**config.mk**
```make
export PLATFORM = sky130hd
export DESIGN_NAME = tlc_conflict_monitor
export DESIGN_NICKNAME = d
export VERILOG_FILES = /design/src/rtl/tlc_conflict_monitor.sv
export SDC_FILE = /design/constraint.sdc
export NUM_CORES = 1
export LEC_CHECK = 0
export BUFFER_PORTS_ARGS = -buffer_cell sky130_fd_sc_hd__buf_2
export CORE_AREA = 2 2 63 65
export DETAILED_ROUTE_END_ITERATION = 8
export DIE_AREA = 0 0 65 67
export GPL_TIMING_DRIVEN = 0
export PLACE_DENSITY_LB_ADDON = 0.15
export SYNTH_ARGS = -nofsm -noshare
export SYNTH_HDL_FRONTEND = slang
export SYNTH_SLANG_ARGS = --single-unit
```
**constraint.sdc**
```tcl
create_clock -name clk -period 1.9 [get_ports clk]
set_input_delay 0.19 -clock clk [delete_from_list [all_inputs] [get_ports clk]]
set_output_delay 0.19 -clock clk [all_outputs]
set_load 0.005 [all_outputs]
```
**src/rtl/tlc_conflict_monitor.sv**
```systemverilog
// tlc_conflict_monitor: safety stage between light controller and lamp drivers.
// Optional fault_count output when TLC_MON_FAULT_LOG_EN is defined.
module tlc_conflict_monitor #(
  parameter int MIN_YELLOW  = 3,
  parameter int FLASH_HALF  = 1,
  parameter int RECOVER_RED = 2
) (
  input  logic       clk,
  input  logic       rst,
  input  logic [2:0] light_M1,
  input  logic [2:0] light_M2,
  input  logic [2:0] light_MT,
  input  logic [2:0] light_S,
  input  logic       clr_fault,
  output logic [2:0] lamp_M1,
  output logic [2:0] lamp_M2,
  output logic [2:0] lamp_MT,
  output logic [2:0] lamp_S,
  output logic       fault,
  output logic [2:0] fault_code
`ifdef TLC_MON_FAULT_LOG_EN
  ,
  output logic [7:0] fault_count
`endif
);

  localparam logic [2:0] RED = 3'b100;
  localparam logic [2:0] YEL = 3'b010;
  localparam logic [2:0] GRN = 3'b001;
  localparam logic [2:0] OFF = 3'b000;

  localparam int YW = $clog2(MIN_YELLOW + 1);
  localparam int RW = $clog2(RECOVER_RED + 1);
  localparam int FW = (FLASH_HALF > 1) ? $clog2(FLASH_HALF) : 1;

  localparam logic [YW-1:0] YMAX = YW'(MIN_YELLOW);
  localparam logic [RW-1:0] RMAX = RW'(RECOVER_RED);
  localparam logic [FW-1:0] FMAX = FW'(FLASH_HALF - 1);

  typedef enum logic {
    S_MONITOR = 1'b0,
    S_FAULT   = 1'b1
  } state_e;

  state_e        state_q, state_d;
  logic [2:0]    in_w   [4];
  logic [2:0]    lamp_q [4];
  logic [2:0]    lamp_d [4];
  logic [2:0]    prev_q [4];
  logic [2:0]    prev_d [4];
  logic [YW-1:0] ycnt_q [4];
  logic [YW-1:0] ycnt_d [4];
  logic [RW-1:0] rcnt_q, rcnt_d;
  logic [FW-1:0] fcnt_q, fcnt_d;
  logic [2:0]    code_q, code_d, code_w;
  logic [3:0]    vld, grn;
  logic          bad_enc, grn_conf, y_skip, y_short, y_to_g;
  logic          all_red;

  assign in_w[0] = light_M1;
  assign in_w[1] = light_M2;
  assign in_w[2] = light_MT;
  assign in_w[3] = light_S;

  // Classify inputs against history; lowest violation code wins.
  always_comb begin
    vld     = '0;
    grn     = '0;
    bad_enc = 1'b0;
    y_skip  = 1'b0;
    y_short = 1'b0;
    y_to_g  = 1'b0;
    for (int i = 0; i < 4; i++) begin
      vld[i] = (in_w[i] == RED) || (in_w[i] == YEL) || (in_w[i] == GRN);
      grn[i] = (in_w[i] == GRN);
      if (!vld[i])
        bad_enc = 1'b1;
      if (prev_q[i] == GRN && in_w[i] == RED)
        y_skip = 1'b1;
      if (prev_q[i] == YEL && in_w[i] == RED && ycnt_q[i] < YMAX)
        y_short = 1'b1;
      if (prev_q[i] == YEL && in_w[i] == GRN)
        y_to_g = 1'b1;
    end
    grn_conf = (grn[3] && (grn[0] || grn[1] || grn[2]))
             || (grn[1] && grn[2]);
    if (bad_enc)
      code_w = 3'd1;
    else if (grn_conf)
      code_w = 3'd2;
    else if (y_skip)
      code_w = 3'd3;
    else if (y_short)
      code_w = 3'd4;
    else if (y_to_g)
      code_w = 3'd5;
    else
      code_w = 3'd0;
  end

  // History, yellow run lengths and all-red run length, both states.
  always_comb begin
    all_red = 1'b1;
    for (int i = 0; i < 4; i++) begin
      prev_d[i] = vld[i] ? in_w[i] : RED;
      ycnt_d[i] = '0;
      if (in_w[i] == YEL)
        ycnt_d[i] = (ycnt_q[i] == YMAX) ? YMAX : ycnt_q[i] + YW'(1);
      if (in_w[i] != RED)
        all_red = 1'b0;
    end
    rcnt_d = '0;
    if (all_red)
      rcnt_d = (rcnt_q == RMAX) ? RMAX : rcnt_q + RW'(1);
  end

  // Monitor/fault next state, lamp drive and flash timing.
  always_comb begin
    state_d = state_q;
    code_d  = code_q;
    fcnt_d  = fcnt_q;
    for (int i = 0; i < 4; i++)
      lamp_d[i] = lamp_q[i];
    unique case (state_q)
      S_MONITOR: begin
        if (code_w != 3'd0) begin
          state_d = S_FAULT;
          code_d  = code_w;
          fcnt_d  = '0;
          for (int i = 0; i < 4; i++)
            lamp_d[i] = RED;
        end else begin
          for (int i = 0; i < 4; i++)
            lamp_d[i] = in_w[i];
        end
      end
      S_FAULT: begin
        if (clr_fault && rcnt_d == RMAX) begin
          state_d = S_MONITOR;
          code_d  = 3'd0;
          fcnt_d  = '0;
          for (int i = 0; i < 4; i++)
            lamp_d[i] = in_w[i];
        end else if (fcnt_q == FMAX) begin
          fcnt_d = '0;
          for (int i = 0; i < 4; i++)
            lamp_d[i] = (lamp_q[0] == RED) ? OFF : RED;
        end else begin
          fcnt_d = fcnt_q + FW'(1);
        end
      end
      default: state_d = S_MONITOR;
    endcase
  end

  // State, lamp and fault-cause registers.
  always_ff @(posedge clk or negedge rst) begin
    if (!rst) begin
      state_q <= S_MONITOR;
      code_q  <= 3'd0;
      fcnt_q  <= '0;
      for (int i = 0; i < 4; i++)
        lamp_q[i] <= RED;
    end else begin
      state_q <= state_d;
      code_q  <= code_d;
      fcnt_q  <= fcnt_d;
      for (int i = 0; i < 4; i++)
        lamp_q[i] <= lamp_d[i];
    end
  end

  // History and run-length registers.
  always_ff @(posedge clk or negedge rst) begin
    if (!rst) begin
      rcnt_q <= '0;
      for (int i = 0; i < 4; i++) begin
        prev_q[i] <= RED;
        ycnt_q[i] <= '0;
      end
    end else begin
      rcnt_q <= rcnt_d;
      for (int i = 0; i < 4; i++) begin
        prev_q[i] <= prev_d[i];
        ycnt_q[i] <= ycnt_d[i];
      end
    end
  end

`ifdef TLC_MON_FAULT_LOG_EN
  logic [7:0] fcount_q;

  // Saturating count of fault entries, kept across recovery.
  always_ff @(posedge clk or negedge rst) begin
    if (!rst)
      fcount_q <= 8'd0;
    else if (state_q == S_MONITOR && state_d == S_FAULT
             && fcount_q != 8'hFF)
      fcount_q <= fcount_q + 8'd1;
  end

  assign fault_count = fcount_q;
`endif

  assign lamp_M1    = lamp_q[0];
  assign lamp_M2    = lamp_q[1];
  assign lamp_MT    = lamp_q[2];
  assign lamp_S     = lamp_q[3];
  assign fault      = (state_q == S_FAULT);
  assign fault_code = code_q;

endmodule

```
==> impl_metrics.tcl, run 1 <==
set metrics [dict create \
    critPathBufInv 1 \
    slowest_stage "dfstp_2" \
    maxSlewViolCount 0 \
    yosysSeqAreaShare 0.5405 \
    hp-start "light_M2[2]" \
    gp_congestion 0.8483 \
    numClockSinks 38 \
    die_h_um 67 \
    path_cells "nor3b_1 > a22oi_1 > nand3_1 > nor3_4 > a31o_4 > buf_6 > and3_1" \
    grt_max_degree 39 \
    cts-root-buf "clkbuf_8" \
    grt_pass1_wl_mm 5.830 \
    ioPinCount 31 \
    fin_tns_setup_ns 0 \
    worstPathArrival_ns 1.98 \
    rr_startpoint "prev_q[11]$_DFF_PN1_" \
    synth.top_cell.area_share 0.4222 \
    drive_gt1_frac 0.3198 \
    fmax_mhz 571.7 \
    clock_latency_ns 0.29 \
    crit_start "prev_q[11]$_DFF_PN1_" \
    use_met3 0.06250 \
    start_util 0.4931 \
    clk_path_buf_depth 2 \
    wire_per_inst_um 13.79 \
    place_ws_ns -0.1008 \
    diodes 0 \
    nNetsFinal 212 \
    utilization 0.5913 \
    finalCriticalPeriod_ns 1.749 \
    core_area_um2 3606 \
    cap_violations 0 \
    numCtsBuffers 5 \
    met2_usage 0.3170 \
    status "completed" \
    fp.dieW_um 65 \
    routed_wl_mm 3.378 \
    crit_type "register to register" \
    power.total_w 0.001994 \
    cp-end-kind "register" \
    tightest_slew_ns 0.7864 \
    top_usage_layer "met2" \
    cp_slowest_stage_delay_ns 0.53 \
    drt_iter0_markers 65 \
    skew_ns 0.008153 \
    area_growth_pct 19.92 \
    synthTopCellsByArea "dfrtp_1 (42%), dfstp_2 (12%), nor3b_1 (4.2%)" \
    dpl_cell_area_um2 1978 \
    period_share 0.9207 \
    cts_tree "yes" \
    syn-cell-area_um2 1778 \
    clk_pin_slew_worst_paths_ns 0.08 \
    synth_fp_nets 176 \
    relSlewSlack 0.4757 \
    fin_area_um2 2132 \
    startpoint_type "register" \
    cp_top_family "simple AND/OR/NAND/NOR gates" \
    grt_overflow 0 \
    mostFrequentLayoutCells "buf_2 (30), dfrtp_1 (30), nand2_1 (14), nor2_1 (12), nor3b_1 (10)" \
    min_path_type "input port to register" \
    grt_setup_unrepaired "no" \
    worstPathRequired_ns 2.13 \
    grt_antenna_before_repair 0 \
    grt_pass1_vias 1299 \
    vias 1312 \
    drc 0 \
    synth_cells 160 \
    setup_viol 0 \
    finalWorstSetupSlack_ns 0.1508 \
    use_met1 0.2117 \
    p_leak_nw 1.001 \
    peakVddDrop_v 0.0004451 \
    hpwl_mm 2.559 \
    crit_fanout 10 \
    io_buffers 28 \
    grt_usage 0.1812 \
    nFillCells 320 \
    dr.pass1.iters 4 \
    via_per_inst 5.355 \
    hold_viol 0 \
    dieArea_um2 4355 \
    yosys.area.top_type "dfrtp_1" \
    cts_max_level 2 \
    avgSynthCellArea_um2 11.11 \
    ys_ff_latch 38 \
    power_density_nw_per_um2 935.3 \
    synth.distinct_cells 42 \
    rows 22 \
    yosys_warnings 0 \
    ant_nets 0 \
]
-- metal layers --
layer  share of wire  routed length [µm]  up-vias
met4           0.012                  41        0
li1                -                   -      633
met3           0.049                 167        6
met5               0                   0        -
met1            0.43                1469      645
met2            0.50                1700       28
-- synthesized netlist by cell type --
cell type and instances:
buf_6 1, o211ai_1 1, nor3b_2 3, and4_1 1, a21oi_2 1, nor2b_1 3
a21oi_1 3, nor2_1 12, xor2_1 2, and3_1 8, o2111ai_1 1, o32ai_2 1
nor4_4 1, nand3_1 7, buf_2 2, o21a_1 5, dfrtp_1 30, ha_1 1
dfstp_2 8, a21o_1 1, nand4b_1 2, a21boi_0 1, nor2_4 1, nand2_1 14
nor3_2 1, nor3_1 4, inv_1 7, nor3b_1 10, and2b_2 1, o21ai_0 3
nor3b_4 1, a22oi_1 3, nand3b_1 1, nand4_1 2, and2_1 1, a31o_4 1
nor4b_2 2, o21ai_1 5, nand2b_1 5, nor2_2 1, o21ai_4 1, o21ba_2 1
-- flip-flops by register name, summed over array words and instances (netlist names) --
signal and cells:
prev_q 12, ycnt_q 8, fault_code 3, lamp_M1 3, lamp_M2 3, lamp_MT 3, lamp_S 3, rcnt_q 2
fault 1
-- worst paths after layout --
kind / end / slack, ns / cells past startpoint
max: lamp_M1[0]$_DFF_PN0_ / 0.15 / 7
max in group asynchronous: prev_q[0]$_DFF_PN0_ / 0.88 / 2
min in group asynchronous: lamp_M1[1]$_DFF_PN0_ / 0.52 / 2
max reg2reg: lamp_M1[0]$_DFF_PN0_ / 0.15 / 7
min reg2reg: ycnt_q[0]$_DFF_PN0_ / 0.50 / 1
min: ycnt_q[4]$_DFF_PN0_ / 0.14 / 2
-- cells by family after synthesis --
| logic type | synth area share |
|---|---|
| AO/OA/AOI/OAI | 0.1210 |
| XOR/XNOR | 0.009854 |
| AND/OR/NAND/NOR | 0.2949 |
| flip-flops | 0.5405 |
| buffers and inverters | 0.02674 |
| adder cells (fa/ha/maj) | 0.007036 |
-- cell type report --
type	count	area [µm²]	area share
plain buffers	3	21.27	0.009977
clock buffers	5	68.82	0.03228
clock inverters	3	68.82	0.03228
inverters	7	26.28	0.01232
multi-input cells	112	775.7	0.3639
flip-flops and latches	38	960.9	0.4507
well taps	48	60.06	0.02817
repair buffers	29	150.1	0.07042
-- power by group --
part | internal, W | leakage [nW] | switching [W]
registers | 0.000912 | 0.488 | 0.0000288
logic | 0.000111 | 0.444 | 0.000131
clock network | 0.000526 | 0.0683 | 0.000286
total | 0.00155 | 1.00 | 0.000445
-- what timing repair did --
action / CTS / global route
hold buffers: 1 / 0
endpoints found under the hold margin: 3 / 0
setup endpoints to repair: 0 / 5
resized for setup: 0 / 1
buffers inserted: 0 / 0
-- per-stage QoR --
| stage | hold WS, ns | cells |
|---|---|---|
| final | 0.1381 | 245 |
| after global routing | 0.1415 | 245 |
| after CTS | 0.1369 | 245 |
| after detailed placement | 0.3286 | 236 |
| after global placement | 0.3150 | 236 |
| after floorplan | -0.1056 | 160 |
No activity file was read; power rests on OpenSTA's default activity.
==> run 2: changes to the inputs <==
ABC_AREA = 1   (was not set)
==> run 2 against run 1 <==
The run now ends with hold timing left. Synthesized cell count up 34%. Final cell count rose by 22%. Utilization up 0.80 points. Critical path depth up 5. Design area rose by 1.3%. Global-route usage fell by 0.32 points. Non-clock buffer count shrank 1. Clock skew is 0.0037 ns lower. Combinational power down 5%. Synthesized area up 4.6%. Sequential share of layout area fell by 0.60 points. Sequential cell count did not move. Critical endpoint is now lamp_M2[1]$_DFF_PN0_. Highest routed layer unchanged.
==> impl_metrics.tcl, run 2 <==
set metrics [dict create \
    ys.flop_type "dfrtp_1" \
    routed_wl_mm 3.331 \
    layout_commonest_cell "nand2_1" \
    grt_usage 0.1781 \
    ys_ff_latch 38 \
    synth_fp_nets 230 \
    place_ws_ns 0.2672 \
    hold_viol 18 \
    peakVddDrop_v 0.0004357 \
    grt_setup_unrepaired "no" \
    status "complete, but fails checks" \
    yosys.area.top_type "dfrtp_1" \
    p_leak_nw 1.115 \
    nFillCells 337 \
    multi_input_area_um2 739.5 \
    async_flop_share 1.000 \
    crit_fanout 9 \
    fin_hold_ws_ns -0.01559 \
    cts_tree "yes" \
    finalCriticalPeriod_ns 1.615 \
    io_buffers 30 \
    startpoint_type "register" \
    maxSlewViolCount 0 \
    cts-root-buf "clkbuf_8" \
    avgSynthCellArea_um2 8.688 \
    core_area_um2 3606 \
    regMostFlops "prev_q" \
    numCtsBuffers 5 \
    die_h_um 67 \
    grt_overflow 0 \
    gp_congestion 0.7796 \
    grt_max_degree 39 \
    drc 0 \
    area_growth_pct 16.22 \
    reg_top3 "prev_q: 12 flops, ycnt_q: 8 flops" \
    synth.top_cell.area_share 0.4038 \
    via_per_inst 4.787 \
    clock_latency_ns 0.29 \
    power_density_nw_per_um2 797.9 \
    worstPathArrival_ns 1.84 \
    synth.distinct_cells 26 \
    utilization 0.5992 \
    wire_per_inst_um 11.10 \
    tightest_slew_ns 0.8012 \
    nNetsFinal 267 \
    syn-cell-area_um2 1859 \
    post_cts_buffers 0 \
    period_share 0.8501 \
    clk_path_buf_depth 2 \
    fin_cells 300 \
    synthTopCellsByArea "dfrtp_1 (40%), dfstp_2 (11%), nand2_1 (6.9%)" \
    min_path_type "input port to asynchronous set/reset pin" \
    cp-end-kind "register" \
    start_util 0.5156 \
    grt_pass1_vias 1338 \
    ioPinCount 31 \
    clk_pin_slew_worst_paths_ns 0.07 \
    holdBufCountCts 0 \
    drt_iter0_markers 71 \
    fp.dieW_um 65 \
    numClockSinks 38 \
    grt_pass1_wl_mm 5.637 \
    violations "hold timing" \
    drive_gt1_frac 0.3651 \
    yosysSeqAreaShare 0.5168 \
    r2r_slack_ns 0.28 \
    ant_nets 0 \
    register_area_um2 960.9 \
    dr.pass1.iters 4 \
    yosys_warnings 0 \
    fin_tns_setup_ns 0 \
    finalWorstSetupSlack_ns 0.2847 \
    cap_violations 0 \
    fmax_mhz 619.1 \
    crit_type "register to register" \
    cts_resized 0 \
    diodes 0 \
    dieArea_um2 4355 \
    rr_startpoint "prev_q[5]$_DFF_PN1_" \
    hpwl_mm 2.652 \
    synth_edf_count 0 \
    grt_antenna_before_repair 0 \
    crit_start "prev_q[5]$_DFF_PN1_" \
    setup_viol 0 \
    synth_cells 214 \
    rows 22 \
    vias 1436 \
    largest_reg_flops 12 \
    skew_ns 0.004491 \
    worstPathRequired_ns 2.12 \
    mostFrequentLayoutCells "nand2_1 (34), dfrtp_1 (30), buf_2 (30), nor2_1 (28), inv_1 (26)" \
    synthTopCellsByCount "nand2_1 (34), dfrtp_1 (30), nor2_1 (28), inv_1 (26), nand3_1 (16)" \
    placed_cells 292 \
    relSlewSlack 0.4659 \
    cts_max_level 2 \
    synth.most_common_cell "nand2_1" \
]
run 2: area by class of cell:
| type | instances | share of cell area |
|---|---|---|
| Buffer | 1 | 0.002316 |
| Clock buffer | 7 | 0.03995 |
| Multi-Input combinational cell | 134 | 0.3422 |
| Clock inverter | 1 | 0.002316 |
| Tap cell | 48 | 0.02779 |
| Inverter | 41 | 0.07122 |
| Sequential cell | 38 | 0.4447 |
| Timing Repair Buffer | 30 | 0.06948 |
run 2: layer usage:
| metal | global-route usage | up-vias | share of wire | routed length, µm |
|---|---|---|---|---|
| li1 | - | 742 | - | - |
| met1 | 0.2187 | 657 | 0.46 | 1538 |
| met2 | 0.2951 | 31 | 0.48 | 1595 |
| met3 | 0.05574 | 6 | 0.046 | 153 |
| met4 | 0.06383 | 0 | 0.013 | 44 |
| met5 | 0 | - | 0 | 0 |
run 2: worst paths after layout:
kind / to / depth (start not counted)
min: rcnt_q[0]$_DFF_PN0_ / 1
max in group asynchronous: rcnt_q[1]$_DFF_PN0_ / 1
min in group clk: prev_q[4]$_DFF_PN0_ / 2
max reg2reg: lamp_M2[1]$_DFF_PN0_ / 12
max: lamp_M2[1]$_DFF_PN0_ / 12
min reg2reg: ycnt_q[4]$_DFF_PN0_ / 1
run 2: power by group:
part | leakage, nW | internal [W] | switching [W] | total (W)
Sequential | 0.488 | 0.000910 | 0.0000249 | 0.000935
Combinational | 0.578 | 0.0000937 | 0.000136 | 0.000230
Clock | 0.0482 | 0.000292 | 0.000267 | 0.000559
run 2: per-stage QoR:
| stage | instance area (µm²) | total power [W] |
|---|---|---|
| 6_report | 2161 | 0.001724 |
| 5_1_grt | 2161 | 0.001821 |
| 4_1_cts | 2161 | 0.001744 |
| 3_5_place_dp | 2069 | 0.001186 |
| 3_3_place_gp | 2069 | 0.001179 |
| 2_1_floorplan | 1859 | 0.001071 |
run 2: worst max-delay path, cell delays in order, from the launching register on:
cell and delay (ns):
dfstp_2 0.53, inv_1 0.06, nand3_4 0.08, inv_1 0.04, nand2_1 0.05, nand2_1 0.06, nor2_2 0.09, nand3_2 0.09
nor2_2 0.10, nand3_2 0.11, nand2_4 0.13, nand2_8 0.11, nor2_2 0.09
run 2: kinds of logic after synthesis:
group	count (synthesis)	synth area share
buf+inv	42	0.08546
fa+ha+maj	1	0.006728
compound gates	13	0.04105
flops	38	0.5168
simple gates	120	0.3499
==> run 3: changes to the inputs <==
CORE_AREA = 2 2 74 76   (was 2 2 63 65)
DIE_AREA = 0 0 76 78   (was 0 0 65 67)
SKIP_CTS_REPAIR_TIMING = 1   (was not set)
==> run 3 against run 2 <==
Design area rose by 1.3%. Global-route usage fell by 4.6 points. Combinational power barely moved. Largest cell class unchanged. Via count fell by 0.63%. Highest routed layer unchanged. Largest power group unchanged. The run still ends with hold timing left. Final cell count rose by 7.3%. Worst hold slack improved by 0.0076 ns.
==> impl_metrics.tcl, run 3 (synthesized netlist as in run 2, its figures left out) <==
set metrics [dict create \
    status "complete, but fails checks" \
    violations "hold timing" \
    die_h_um 78 \
    routed_wl_mm 3.581 \
    fin_cells 322 \
    io_buffers 30 \
    start_util 0.3687 \
    fmax_mhz 623.2 \
    wire_per_inst_um 11.12 \
    dieArea_um2 5928 \
    p_switching_w 0.0004360 \
    power_frac_comb 0.135 \
    fin_hold_ws_ns -0.007967 \
    worstPathRequired_ns 2.12 \
    rr_startpoint "prev_q[5]$_DFF_PN1_" \
    cts_max_level 2 \
    grt_pass1_wl_mm 6.044 \
    numCtsBuffers 5 \
    crit_fanout 9 \
    crit_top_cell "nor2_2" \
    grt_overflow 0 \
    path_cells "inv_1 > nand3_4 > inv_1 > nand2_1 > nand2_1 > nor2_2 > nand3_2 > nor2_2 > nand3_2 > nand2_4 > nand2_8 > nor2_2" \
    fin_area_um2 2188 \
    fp.dieW_um 76 \
    mostFrequentLayoutCells "nand2_1 (34), dfrtp_1 (30), buf_2 (30), nor2_1 (28), inv_1 (26)" \
    cp_top_family "simple AND/OR/NAND/NOR gates" \
    finalWorstSetupSlack_ns 0.2953 \
    grt_usage 0.1316 \
    nFillCells 535 \
    place_ws_ns 0.2999 \
    drive_gt1_frac 0.3651 \
    hold_viol 12 \
    vias 1427 \
    power.total_w 0.001732 \
    regMostFlops "prev_q" \
    cp_slowest_stage_delay_ns 0.53 \
    via_per_inst 4.432 \
    seqPwrFrac 0.539 \
    diodes 0 \
    layout_commonest_cell "nand2_1" \
    min_path_type "input port to asynchronous set/reset pin" \
    r2r_slack_ns 0.30 \
    numClockSinks 38 \
    power_density_nw_per_um2 791.4 \
    drt_iter0_markers 68 \
    rows 26 \
    dpl_cell_area_um2 2097 \
    clock_latency_ns 0.29 \
    internal_power_w 0.001296 \
    startpoint_type "register" \
    relSlewSlack 0.4584 \
    largest_reg_flops 12 \
    crit_type "register to register" \
    reg_top3 "prev_q: 12 flops, ycnt_q: 8 flops" \
    grt_pass1_vias 1346 \
    cp-end-kind "register" \
    nNetsFinal 267 \
    tightest_slew_ns 0.8125 \
    maxSlewViolCount 0 \
    r2r_end "lamp_MT[1]$_DFF_PN0_" \
    p_leak_nw 1.115 \
    reg2reg_depth 12 \
    period_share 0.8446 \
    ant_nets 0 \
    grt_antenna_before_repair 0 \
    slowest_stage "dfstp_2" \
    peakVddDrop_v 0.0003700 \
    critPathBufInv 2 \
    clk_pin_slew_worst_paths_ns 0.07 \
    area_growth_pct 17.70 \
    grt_setup_unrepaired "no" \
    placed_cells 314 \
    grt_max_degree 39 \
    cts-root-buf "clkbuf_8" \
    clk_path_buf_depth 2 \
    core_area_um2 5042 \
    worstPathArrival_ns 1.83 \
    dr.pass1.iters 4 \
    cap_violations 0 \
    cts_tree "yes" \
    skew_ns 0.004603 \
    clkPwrFrac 0.327 \
    finalCriticalPeriod_ns 1.605 \
    gp_congestion 0.8001 \
    hpwl_mm 2.772 \
    setup_viol 0 \
    ioPinCount 31 \
    fin_tns_setup_ns 0 \
    netSwitchingFraction 0.2518 \
    drc 0 \
]
run 3: cell counts in the layout (fill, tap and decap cells not counted):
Identical to the previous run, type by type.
run 3: final cells by class:
| cell class | count | area [µm²] | share of cell area |
|---|---|---|---|
| clock inverters | 1 | 5.005 | 0.002287 |
| plain buffers | 1 | 5.005 | 0.002287 |
| repair buffers | 30 | 150.1 | 0.06861 |
| inverters | 41 | 153.9 | 0.07033 |
| well taps | 70 | 87.58 | 0.04002 |
| clock buffers | 7 | 86.33 | 0.03945 |
| flip-flops and latches | 38 | 960.9 | 0.4391 |
| multi-input cells | 134 | 739.5 | 0.3379 |
run 3: worst max path at each step:
stage | startpoint | endpoint | cells past startpoint
after floorplan | prev_q[5]$_DFF_PN1_ | lamp_M1[0]$_DFF_PN0_ | 12
final | prev_q[5]$_DFF_PN1_ | lamp_MT[1]$_DFF_PN0_ | 12
after global placement | prev_q[2]$_DFF_PN1_ | lamp_M2[0]$_DFF_PN0_ | 11
after CTS | prev_q[5]$_DFF_PN1_ | lamp_MT[1]$_DFF_PN0_ | 12
after global routing | prev_q[5]$_DFF_PN1_ | lamp_MT[1]$_DFF_PN0_ | 12
after detailed placement | prev_q[5]$_DFF_PN1_ | lamp_M2[1]$_DFF_PN0_ | 12
run 3: power by group through the flow:
| stage | Combinational (W) | Clock (W) | Sequential, W |
|---|---|---|---|
| after floorplan | 0.000113 | 0 | 0.000958 |
| after global placement | 0.000237 | 0 | 0.000948 |
| after detailed placement | 0.000239 | 0 | 0.000949 |
| after CTS | 0.000240 | 0.000589 | 0.000934 |
| after global routing | 0.000265 | 0.000621 | 0.000940 |
| final | 0.000233 | 0.000566 | 0.000933 |
run 3: per-layer routing:
layer,vias to the layer above,track usage,wire length (µm)
li1,740,-,-
met1,652,0.1644,1744
met2,28,0.2134,1602
met3,7,0.04302,179
met4,0,0.04909,55
met5,-,0,0
run 3: through the flow:
step,hold slack (ns),util
finish,-0.007967,0.4340
global route,0.07248,0.4340
CTS,0.02649,0.4340
detailed placement,0.3444,0.4159
global placement,0.3446,0.4159
floorplan,-0.1056,-
